File: config.mk
export PLATFORM = sky130hd
export DESIGN_NAME = output_mem_reader
export DESIGN_NICKNAME = d
export VERILOG_FILES = /design/src/rtl/qkv_pkg.sv /design/src/rtl/sync_fifo.sv /design/src/rtl/output_mem_reader.sv
export SDC_FILE = /design/constraint.sdc
export NUM_CORES = 1
export LEC_CHECK = 0
export ABC_AREA = 0
export BUFFER_PORTS_ARGS = -buffer_cell sky130_fd_sc_hd__buf_2
export CAP_MARGIN = 20
export CORE_ASPECT_RATIO = 2
export CORE_MARGIN = 2
export CORE_UTILIZATION = 50
export DETAILED_ROUTE_END_ITERATION = 16
export GPL_TIMING_DRIVEN = 0
export PLACE_DENSITY = 0.73
export RECOVER_POWER = 100
export SYNTH_ARGS = -nofsm -noshare
export SYNTH_HDL_FRONTEND = slang
export SYNTH_SLANG_ARGS = --single-unit
File: constraint.sdc
create_clock -name clk -period 4.9 [get_ports clk]
set_input_delay 0 -clock clk [delete_from_list [all_inputs] [get_ports clk]]
set_output_delay 0 -clock clk [all_outputs]
set_load 0.03 [all_outputs]
File: src/rtl/qkv_pkg.sv
// Shared types and constants for the projection output SRAM readers/writers.
package qkv_pkg;

  localparam int OUT_ADDR_W     = 7;
  localparam int OUT_DATA_W     = 128;
  localparam int OUT_MEM_DEPTH  = 128;
  localparam int WORDS_PER_TILE = 4;
  localparam int RD_FIFO_DEPTH  = 2;

  typedef enum logic [1:0] {
    IDLE   = 2'd0,
    STREAM = 2'd1,
    DRAIN  = 2'd2
  } rd_state_t;

  // A request can never cover more than the whole SRAM.
  function automatic logic [7:0] clamp_words(input logic [7:0] n);
    return (n > 8'(OUT_MEM_DEPTH)) ? 8'(OUT_MEM_DEPTH) : n;
  endfunction

endpackage

File: src/rtl/sync_fifo.sv
// Small synchronous FIFO with simultaneous push/pop and an occupancy count.
module sync_fifo #(
  parameter int WIDTH = 8,
  parameter int DEPTH = 2
) (
  input  logic                       clk,
  input  logic                       rst_n,
  input  logic                       push,
  input  logic [WIDTH-1:0]           push_data,
  input  logic                       pop,
  output logic [WIDTH-1:0]           head,
  output logic [$clog2(DEPTH+1)-1:0] count
);

  localparam int PTR_W = (DEPTH > 1) ? $clog2(DEPTH) : 1;
  localparam int CNT_W = $clog2(DEPTH+1);

  logic [WIDTH-1:0] mem [DEPTH];
  logic [PTR_W-1:0] wr_ptr;
  logic [PTR_W-1:0] rd_ptr;

  function automatic logic [PTR_W-1:0] ptr_inc(input logic [PTR_W-1:0] p);
    return (p == PTR_W'(DEPTH-1)) ? '0 : p + 1'b1;
  endfunction

  assign head = mem[rd_ptr];

  // Storage, pointers and count; push and pop may both happen in one cycle.
  always_ff @(posedge clk or negedge rst_n) begin
    if (!rst_n) begin
      wr_ptr <= '0;
      rd_ptr <= '0;
      count  <= '0;
      for (int i = 0; i < DEPTH; i++) mem[i] <= '0;
    end else begin
      if (push) begin
        mem[wr_ptr] <= push_data;
        wr_ptr      <= ptr_inc(wr_ptr);
      end
      if (pop) rd_ptr <= ptr_inc(rd_ptr);
      count <= count + CNT_W'(push) - CNT_W'(pop);
    end
  end

endmodule

File: src/rtl/output_mem_reader.sv
// Streams FP32 tile rows out of the projection output SRAM onto a
// valid/ready interface. SRAM data returning while the FIFO is empty is
// forwarded straight to the output so a ready consumer sees one word per cycle.
//
//   state  | meaning
//   IDLE   | waiting for start
//   STREAM | issuing reads while buffer space allows
//   DRAIN  | all reads issued; waiting for the buffer to empty
module output_mem_reader
  import qkv_pkg::*;
#(
  parameter int ADDR_W     = OUT_ADDR_W,
  parameter int DATA_W     = OUT_DATA_W,
  parameter int MEM_DEPTH  = OUT_MEM_DEPTH,
  parameter int FIFO_DEPTH = RD_FIFO_DEPTH
) (
  input  logic              clk,
  input  logic              rst_n,
  input  logic              start,
  input  logic [ADDR_W-1:0] base_addr,
  input  logic [7:0]        num_words,
  output logic              busy,
  output logic              done,
  input  logic [DATA_W-1:0] OUTPUT_MEM_DOUT,
  output logic              OUTPUT_MEM_CEB,
  output logic              OUTPUT_MEM_WEN,
  output logic [ADDR_W-1:0] OUTPUT_MEM_ADDR,
  output logic              m_valid,
  input  logic              m_ready,
  output logic [DATA_W-1:0] m_data,
  output logic [1:0]        m_word,
  output logic              m_last
);

  localparam int ENTRY_W = DATA_W + 3;
  localparam int CNT_W   = $clog2(FIFO_DEPTH+1);
  localparam logic [CNT_W:0] DEPTH_C = (CNT_W+1)'(FIFO_DEPTH);

  rd_state_t          state;
  logic [7:0]         remaining;
  logic [1:0]         issue_word;
  logic               pend;
  logic               pend_last;
  logic [1:0]         pend_word;
  logic [CNT_W-1:0]   fifo_count;
  logic [ENTRY_W-1:0] fifo_head;
  logic [ENTRY_W-1:0] pend_entry;
  logic [ENTRY_W-1:0] out_entry;
  logic [CNT_W:0]     occ;
  logic               fifo_nonempty;
  logic               hs;
  logic               fifo_pop;
  logic               push;
  logic               issue;

  assign fifo_nonempty = (fifo_count != '0);
  assign m_valid       = fifo_nonempty || pend;
  assign hs            = m_valid && m_ready;
  assign fifo_pop      = hs && fifo_nonempty;
  // A returning word is buffered unless it goes straight out this cycle.
  assign push          = pend && !(hs && !fifo_nonempty);
  assign pend_entry    = {pend_last, pend_word, OUTPUT_MEM_DOUT};

  // Words held or in flight after this cycle's handshake, before any new read.
  assign occ   = {1'b0, fifo_count} + (CNT_W+1)'(pend) - (CNT_W+1)'(hs);
  assign issue = (state == STREAM) && (remaining != 8'd0) && (occ < DEPTH_C);

  assign OUTPUT_MEM_CEB = !issue;
  assign OUTPUT_MEM_WEN = 1'b1;

  // Output word: buffered head first, otherwise the word arriving from SRAM.
  always_comb begin
    out_entry = '0;
    if (fifo_nonempty) out_entry = fifo_head;
    else if (pend)     out_entry = pend_entry;
  end

  assign {m_last, m_word, m_data} = out_entry;

  sync_fifo #(
    .WIDTH (ENTRY_W),
    .DEPTH (FIFO_DEPTH)
  ) u_fifo (
    .clk       (clk),
    .rst_n     (rst_n),
    .push      (push),
    .push_data (pend_entry),
    .pop       (fifo_pop),
    .head      (fifo_head),
    .count     (fifo_count)
  );

  // Track the single-cycle SRAM read latency together with the word's tag.
  always_ff @(posedge clk or negedge rst_n) begin
    if (!rst_n) begin
      pend      <= 1'b0;
      pend_last <= 1'b0;
      pend_word <= '0;
    end else begin
      pend      <= issue;
      pend_last <= (remaining == 8'd1);
      pend_word <= issue_word;
    end
  end

  // Request sequencing, address generation and status outputs.
  always_ff @(posedge clk or negedge rst_n) begin
    if (!rst_n) begin
      state           <= IDLE;
      OUTPUT_MEM_ADDR <= '0;
      remaining       <= '0;
      issue_word      <= '0;
      busy            <= 1'b0;
      done            <= 1'b0;
    end else begin
      done <= 1'b0;
      case (state)
        IDLE: begin
          if (start) begin
            OUTPUT_MEM_ADDR <= base_addr;
            remaining       <= clamp_words(num_words);
            issue_word      <= '0;
            busy            <= 1'b1;
            state           <= (num_words == 8'd0) ? DRAIN : STREAM;
          end
        end
        STREAM: begin
          if (issue) begin
            OUTPUT_MEM_ADDR <= (OUTPUT_MEM_ADDR == ADDR_W'(MEM_DEPTH-1)) ?
                               '0 : OUTPUT_MEM_ADDR + 1'b1;
            remaining       <= remaining - 8'd1;
            issue_word      <= issue_word + 2'd1;
            if (remaining == 8'd1) state <= DRAIN;
          end
        end
        DRAIN: begin
          if (occ == '0) begin
            done  <= 1'b1;
            busy  <= 1'b0;
            state <= IDLE;
          end
        end
        default: state <= IDLE;
      endcase
    end
  end

endmodule
## Word level (Yosys, flattened, before mapping)

Index checks and enable logic that the tools add are counted.

- Memories kept: 0
- Memory bits (writable): 0
- ROM bits: 0
- Word-level logic and storage cells: 91
- Register bits after elaboration: 291
- Input bits: 147
- Output and inout bits: 143
- Bits in latches: 0

- Multiply operators: 0
- Mux-type cells: 32
- Bitwise gates (word level): 2
- Reductions and logical operators: 21
- Equality and inequality tests: 8
- Divide/modulo/power cells: 0
- $add $sub $neg: 9
- Shift-type cells: 0
- $lt $le $gt $ge: 5

Operators with widths:

| kind | count |
|---|---|
| $mux 131 | 6 |
| $bwmux 262 | 1 |
| $demux 131 s1 | 1 |
| $mux 8 | 3 |
| $mux 7 | 3 |
| $pmux 8 s2 | 1 |
| $mux 2 | 7 |
| $pmux 7 s2 | 1 |
| $eq 8x1->1 const B | 1 |
| $gt 8x8->1 const B | 1 |
| $logic_not 8->1 | 1 |
| $reduce_bool 8->1 | 1 |
| $sub 8x1->8 const B | 1 |
| $add 7x1->7 const B | 1 |
| $eq 7x7->1 const B | 1 |
| $logic_and 1x1->1 | 7 |
| $mux 1 | 6 |
| $ne 2x2->1 const B | 3 |
| $pmux 2 s3 | 1 |
| $reduce_and 3->1 | 2 |
| $reduce_bool 2->1 | 3 |
| $ge 2x2->1 const B | 2 |
| $not 1->2 | 2 |
| $pmux 2 s2 | 1 |
| 17 further kinds | 20 |

## Logic depth before layout (Yosys ltp)

Gate-level depths: netlist of run 1.

- Depth after elaboration: 8
- Depth in mapped cells: 16
- Gate-level depth less buffers: 13

## Cells and area by module

From an unflattened synthesis of run 1, not the netlist that was laid out.

- Cell total of the unflattened synthesis: 1,312
- Area, all modules: 15,222.1 µm²

By module, submodules not included:

| module | area each (µm²) | instances | cells an instance | sequential area each (µm²) |
|---|---|---|---|---|
| sync_fifo | 11,901.4 | 1 | 713 | 6,656.4 |
| output_mem_reader | 3,320.7 | 1 | 599 | 625.6 |

## Least setup slack after synthesis of run 1

No wires, ideal clock.

- Path kind: reg2reg
- Start point: register pend
- End point: register remaining[1]
- Period minus slack after synthesis: 3,305 ps
- Data arrival time: 3,180 ps
- Cell stages (with the launch flop): 16
- Setup slack: 1,595 ps
- Path buffers: 2
- Setup time: 125 ps
- Data required time: 4,775 ps
- Path through: dfrtp_1 buf_2 or3_1 and2_1 ha_1 inv_1 ha_1 inv_1 fa_1 xnor2_1 nand2_1 a211oi_2 inv_2 buf_4 nand2_2 mux2_2

- Cells in the longest elaborated chain, start to end: 7
- Elaborated cells on any way between the ends: 8
- Classes of those cells: add/sub: 2; order compare: 1; eq/ne: 1; reduce/logical: 4

RTL lines:

| element | line | text |
|---|---|---|
| start, declared | output_mem_reader.sv:42 | `logic pend;` |
| start signal, assigned | output_mem_reader.sv:100 | `pend <= issue;` |
| $logic_or 1x1->1 | output_mem_reader.sv:57 | `assign m_valid = fifo_nonempty \|\| pend;` |
| named net m_valid | output_mem_reader.sv:28 | `output logic m_valid,` |
| $logic_and 1x1->1 | output_mem_reader.sv:58 | `assign hs = m_valid && m_ready;` |
| $sub 3x1->3 | output_mem_reader.sv:65 | `assign occ = {1'b0, fifo_count} + (CNT_W+1)'(pend) - (CNT_W+1)'(hs);` |
| $lt 3x2->1 | output_mem_reader.sv:66 | `assign issue = (state == STREAM) && (remaining != 8'd0) && (occ < DEPTH_C);` |
| $logic_and 1x1->1 | output_mem_reader.sv:66 |  |
| named net issue | output_mem_reader.sv:54 | `logic issue;` |
| $ne 2x2->1 (no line) | n/a |  |
| $reduce_and 3->1 (no line) | n/a |  |
| end signal, assigned | output_mem_reader.sv:121 | `remaining <= clamp_words(num_words);` |
| end signal, assigned | output_mem_reader.sv:131 | `remaining <= remaining - 8'd1;` |
| end, declared | output_mem_reader.sv:40 | `logic [7:0] remaining;` |

The timed path passes the listed nets, and every way through them passes these cells.
A chain may end at the register's enable or synchronous reset.

## Final worst setup path of run 1

- Start point: register pend
- End point: output port OUTPUT_MEM_CEB

- Cells in the longest elaborated chain, start to end: 6
- Elaborated cells on any way between the ends: 7
- Classes of those cells: add/sub: 2; order compare: 1; reduce/logical: 4

RTL lines:

| element | line | text |
|---|---|---|
| parallel branches: the longest is 2 deep, another holds $add 2x1->3 | n/a |  |
| $sub 3x1->3 * | output_mem_reader.sv:65 |  |
| $lt 3x2->1 * | output_mem_reader.sv:66 |  |
| $logic_and 1x1->1 * | output_mem_reader.sv:66 |  |
| named net issue | output_mem_reader.sv:54 |  |
| $logic_not 1->1 * | output_mem_reader.sv:68 | `assign OUTPUT_MEM_CEB = !issue;` |
| end, declared | output_mem_reader.sv:25 | `output logic OUTPUT_MEM_CEB,` |

Mark *: on every way through the listed nets, which the timed path passes.

==> flow_summary.yaml, run 1 <==
logic_synthesis:
  yosysWarnings: 0
  syn_nets: 1333
  yosysTopAreaCell: "dfrtp_1"
  async_flop_share: 1.00
  ys_seq_area_frac: 0.508
  yosysMostFrequentCell: "dfrtp_1"
  synth_edf_count: 0
  syn-cell-area_um2: 14300
  synth_common_cells: "dfrtp_1 (291), mux2_2 (173), o21ai_0 (138)"
  synth_flop_cell: "dfrtp_1"
  ys_types: 56
  ys_top_cells_by_area: "dfrtp_1 (51%), mux2_2 (14%), mux2i_1 (9.2%)"
  synth_seq_cells: 291
  yosysTopAreaCellShare: 0.508
  synthCells: 1178
  postSynthAreaPerCell_um2: 12.2
routing:
  drc: 0
  vias_per_cell: 5.64
  drt_iter0_drc: 459
  post_drt_wl_per_cell_um: 19.5
  vias: 11400
  dr.pass1.iters: 5
  drt-total-wl_um: 39400
  ant_nets: 0
outcome:
  failed_checks: "capacitance limit, slew limit"
  status: "finished, violations left"
sta:
  hold_violations: 0
  setup_viol: 0
  tightest_slew_ns: 3.75
  rsz0062_at_grt: "false"
  finalCritPeriodShare: 0.818
  slew-limit-headroom: -1.50
  fin_crit_ns: 4.01
  fmax_ghz: 0.249
  skew_ns: 0.0106
  timing.hold.ws_ns: 0.237
  finalMaxSlewViolations: 63
global_routing:
  gr-total-overflow: 0
  grt_first_pass_wirelength_um: 62300
  antenna_found_initial: 2
  grt_max_degree: 123
  grt_pass1_vias: 12300
  grtUsageTotal: 0.260
placed_design:
  dpl.hpwl_um: 26500
  routabilityCongestion: 0.860
  placedCellCount: 1824
  io_buffers: 288
cells_and_area:
  final_net_count: 1802
  area.growth.synth_to_final_pct: 27.8
  drive_gt1_frac: 0.234
  layoutNonFillerInstCount: 2025
  fillers: 2256
  multi_input_area_um2: 6400
  seq_area_um2: 7280
setup_path:
  ff2ff_path_depth: 15
  start_kind: "register"
  cp.arrival_ns: 4.01
  cp_max_fo: 10
  critPathKind: "reg2out"
  ff2ff_setup_slack_ns: 1.09
  reg2reg_from: "pend"
  end_kind: "output port"
  endpoint: "OUTPUT_MEM_CEB"
  crit_start: "pend"
  critPathRequiredTime_ns: 4.90
  r2r_end: "remaining[1]"
clock_network:
  cts_tree: "done"
  clockBufferDepth: 3
  numCtsBuffers: 27
  cts_hold_buf: 150
  clock_latency_ns: 0.54
  cts_root_buf: "clkbuf_16"
  post_cts_buffers: 0
  cts_resized: 0
  path_clk_slew_ns: 0.07
  cts_sinks: 291
  cts_max_level: 1
power_and_ir_drop:
  p_leak_nw: 8.13
  power_density_nw_per_um2: 731
  peakVddDrop_v: 0.000504
die:
  start_util: 0.508
  dieArea_um2: 30100
  rows: 87
  io_pins: 290
  dieHeight_um: 243
  die_w_um: 124
  core_um2: 28200
hold_path:
  hold_path_class: "in2reg"
run:
  maxCapViolCount: 1
-- critical path, cell delays in order (launching register included) --
cell and delay (ns):
dfrtp_1 0.38, clkbuf_1 0.24, or3_1 0.44, and2_0 0.17
ha_1 0.28, inv_1 0.06, ha_1 0.13, inv_1 0.04
fa_1 0.37, xnor2_1 0.15, nand2_1 0.12, a211oi_1 0.07
inv_2 0.07, clkbuf_1 0.40, buf_6 0.21, clkbuf_1 0.32
-- metrics by stage --
| stage | TNS [ns] | setup WS, ns | cell area [um2] | power, mW | util |
|---|---|---|---|---|---|
| after floorplan | 0 | 1.60 | 14300 | 9.26 | - |
| after global placement | -398.45 | -1.40 | 16200 | 11.2 | 0.575 |
| after detailed placement | 0 | 1.52 | 16300 | 11.4 | 0.577 |
| after CTS | 0 | 1.20 | 18700 | 13.7 | 0.662 |
| after global routing | 0 | 0.657 | 18300 | 14.2 | 0.649 |
| final | 0 | 0.890 | 18300 | 13.4 | 0.649 |
-- metal layers --
layer / part of all wire / up-vias / GRT usage
met4: 0.051 / 0 / 0.132
li1: - / 5223 / -
met1: 0.36 / 5699 / 0.279
met3: 0.049 / 133 / 0.0417
met5: 0 / - / 0
met2: 0.54 / 367 / 0.477
-- flip-flops by register name, summed over array words and instances, names as in the netlist, 2 cells and up --
| signal | count |
|---|---|
| u_fifo.mem | 262 |
| remaining | 8 |
| OUTPUT_MEM_ADDR | 7 |
| issue_word | 2 |
| pend_word | 2 |
| state | 2 |
| u_fifo.count | 2 |
-- final cells by class --
type | count | share of cell area
clock inverter | 12 | 0.00759
inverter | 13 | 0.00267
sequential | 291 | 0.398
buffer | 97 | 0.0211
clock buffer | 37 | 0.0417
antenna | 2 | 0.000273
multi-input combinational | 777 | 0.350
timing repair buffer | 440 | 0.155
tap | 356 | 0.0243
-- worst min path at each step --
stage                              from                  to  slack (ns)  depth (start not counted)
finish              OUTPUT_MEM_DOUT[82]     u_fifo.mem[213]        0.24                          3
global route        OUTPUT_MEM_DOUT[80]     u_fifo.mem[211]        0.25                          3
CTS                               rst_n     u_fifo.mem[207]       0.001                          2
detailed placement                rst_n      u_fifo.mem[71]       -0.01                          1
global placement    OUTPUT_MEM_DOUT[50]     u_fifo.mem[181]        0.25                          2
floorplan                         rst_n  OUTPUT_MEM_ADDR[0]       -0.30                          0
-- cell usage in the layout (no fill, tap or decap), types with 5 or more instances in the layout --
| master | count |
|---|---|
| buf_1 | 8 |
| mux2_2 | 173 |
| mux2i_1 | 132 |
| clkbuf_1 | 215 |
| nand2_1 | 6 |
| clkbuf_8 | 5 |
| dfrtp_1 | 291 |
| o21ai_0 | 138 |
| nand3_1 | 135 |
| ha_1 | 7 |
| inv_1 | 12 |
| clkbuf_16 | 27 |
| clkinv_2 | 8 |
| a21oi_1 | 21 |
| nor2_1 | 10 |
| dlygate4sd3_1 | 150 |
| mux2_1 | 90 |
| buf_2 | 165 |
-- report_power, final --
part	leakage, nW	total (mW)	switching [mW]	internal [mW]
registers	3.56	4.22	0.636	3.58
logic	4.12	7.00	4.54	2.46
clock network	0.452	2.16	0.914	1.25
-- cell families (layout without fill, tap and decap cells) --
logic type               Yosys count  in the layout  share of synthesized area
other                              1              3                   0.000262
AO/OA/AOI/OAI                    188            188                     0.0723
adder cells (fa/ha/maj)            8              8                    0.00751
flip-flops                       291            291                      0.508
AND/OR/NAND/NOR                  180            180                     0.0661
buffers and inverters            110            599                     0.0432
multiplexers                     395            395                      0.299
XOR/XNOR                           5              5                    0.00306
No activity file was read; power rests on OpenSTA's default activity.
==> inputs of run 2 (changes only) <==
==> constraint.sdc (replaced) <==
create_clock -name clk -period 4.2 [get_ports clk]
set_input_delay 0 -clock clk [delete_from_list [all_inputs] [get_ports clk]]
set_output_delay 0 -clock clk [all_outputs]
set_load 0.03 [all_outputs]
==> flow_summary.yaml, run 2 (synthesized netlist as in run 1, its figures left out) <==
clock_network:
  clockBufferDepth: 3
  clock_latency_ns: 0.54
  cts_root_buf: "clkbuf_16"
  post_cts_buffers: 0
  cts_sinks: 291
  cts_max_level: 1
  cts_tree: "done"
  cts_resized: 0
  path_clk_slew_ns: 0.07
  numCtsBuffers: 27
  cts_hold_buf: 150
die:
  io_pins: 290
  rows: 87
  dieHeight_um: 243
  core_um2: 28200
  dieArea_um2: 30100
  start_util: 0.508
  die_w_um: 124
routing:
  vias_per_cell: 5.64
  drc: 0
  post_drt_wl_per_cell_um: 19.4
  dr.pass1.iters: 5
  ant_nets: 0
  vias: 11400
  drt-total-wl_um: 39400
  drt_iter0_drc: 454
setup_path:
  worst-path-stages: 15
  end_kind: "output port"
  start_kind: "register"
  cpLargestDelayFamily: "buffers and inverters"
  crit_slowest_cell: "or3_1"
  ff2ff_setup_slack_ns: 0.56
  critPathKind: "reg2out"
  critPathRequiredTime_ns: 4.20
  path_cells: "buf_2 -> or3_1 -> and2_0 -> ha_1 -> inv_1 -> ha_1 -> inv_1 -> fa_1 -> xnor2_1 -> nand2_1 -> a211oi_1 -> inv_2 -> buf_4 -> buf_6 -> clkbuf_1"
  cp_max_fo: 10
  reg2reg_from: "pend"
  r2r_end: "remaining[3]"
  endpoint: "OUTPUT_MEM_CEB"
  cp.arrival_ns: 3.76
  critPathBufInv: 7
  crit_start: "pend"
  ff2ff_path_depth: 15
  worst_path_largest_cell_delay_ns: 0.40
global_routing:
  grt_first_pass_wirelength_um: 62300
  grt_pass1_vias: 12300
  grt_max_degree: 123
  grtUsageTotal: 0.260
  antenna_found_initial: 2
  gr-total-overflow: 0
placed_design:
  routabilityCongestion: 0.860
  dpl.hpwl_um: 26500
  pre_cts_ws_ns: 0.815
  post_dp_cell_area_um2: 16300
  io_buffers: 288
hold_path:
  hold_path_class: "in2reg"
cells_and_area:
  final_area_um2: 18300
  mostFrequentLayoutCells: "dfrtp_1 (291), clkbuf_1 (212), mux2_2 (173)"
  area.growth.synth_to_final_pct: 27.9
  largest_reg_flops: 262
  largestRegisters: "u_fifo.mem: 262 flops, remaining: 8 flops, OUTPUT_MEM_ADDR: 7 flops"
  final_net_count: 1802
  final_common_cell: "dfrtp_1"
  top_register: "u_fifo.mem"
  drive_gt1_frac: 0.235
sta:
  finalMaxSlewViolations: 63
  setup_viol: 0
  fmax_ghz: 0.266
  rsz0062_at_grt: "false"
  worst_slack_ns: 0.436
  timing.hold.ws_ns: 0.237
  tightest_slew_ns: 3.22
  finalCritPeriodShare: 0.896
  fin_crit_ns: 3.76
  slew-limit-headroom: -1.15
  skew_ns: 0.0102
  hold_violations: 0
run:
  maxCapViolCount: 1
power_and_ir_drop:
  power_density_nw_per_um2: 852
  peakVddDrop_v: 0.000587
  p_leak_nw: 8.14
  fin_total_pwr_mw: 15.6
outcome:
  status: "finished, violations left"
  failed_checks: "capacitance limit, slew limit"
run 2: cell types whose count changed in the layout (fill, tap and decap cells not counted):
cell / delta
buf_2: +1
clkdlybuf4s25_1: +1
buf_4: +1
clkbuf_1: -3
run 2: report_power, final:
group | switching [mW] | total, mW | internal [mW] | leakage (nW)
Sequential | 0.742 | 4.92 | 4.18 | 3.56
Combinational | 5.30 | 8.17 | 2.88 | 4.13
Clock | 1.07 | 2.52 | 1.45 | 0.452
run 2: final cells by class:
type                            instances  area, um2
Timing Repair Buffer                  440       2840
Buffer                                 97        392
Clock inverter                         12        139
Tap cell                              356        445
Inverter                               13       48.8
Multi-Input combinational cell        777       6400
Antenna cell                            2       5.00
Sequential cell                       291       7280
Fill cell                            2251       9880
Clock buffer                           37        763
run 2: worst reg2reg max path: cells and delay by family (launching register included):
family	cells	cell delay, ns
AND/OR/NAND/NOR	4	0.82
adder cells (fa/ha/maj)	3	0.78
AO/OA/AOI/OAI	2	0.74
buffers and inverters	5	0.60
flip-flops	1	0.38
XOR/XNOR	1	0.20
run 2: how the worst min path moves through the flow:
stage	cells after the start	endpoint	start	slack, ns
after global routing	3	u_fifo.mem[211]	OUTPUT_MEM_DOUT[80]	0.25
final	3	u_fifo.mem[213]	OUTPUT_MEM_DOUT[82]	0.24
after detailed placement	1	u_fifo.mem[71]	rst_n	-0.01
after CTS	2	u_fifo.mem[207]	rst_n	0.001
after global placement	2	u_fifo.mem[181]	OUTPUT_MEM_DOUT[50]	0.25
after floorplan	0	OUTPUT_MEM_ADDR[0]	rst_n	-0.30
run 2: metal layers:
layer | GRT usage | vias to the layer above | routed length (um)
met5 | 0 | - | 0
met4 | 0.132 | 0 | 2010
met3 | 0.0417 | 135 | 1970
met2 | 0.477 | 373 | 21100
met1 | 0.279 | 5687 | 14300
li1 | - | 5225 | -
run 2: stage by stage:
stage                     instances  utilization  setup TNS, ns
after CTS                      2023        0.662              0
after global routing           2025        0.650              0
final                          2025        0.650              0
after global placement         1822        0.575        -602.15
after detailed placement       1824        0.577              0
after floorplan                1178            -              0
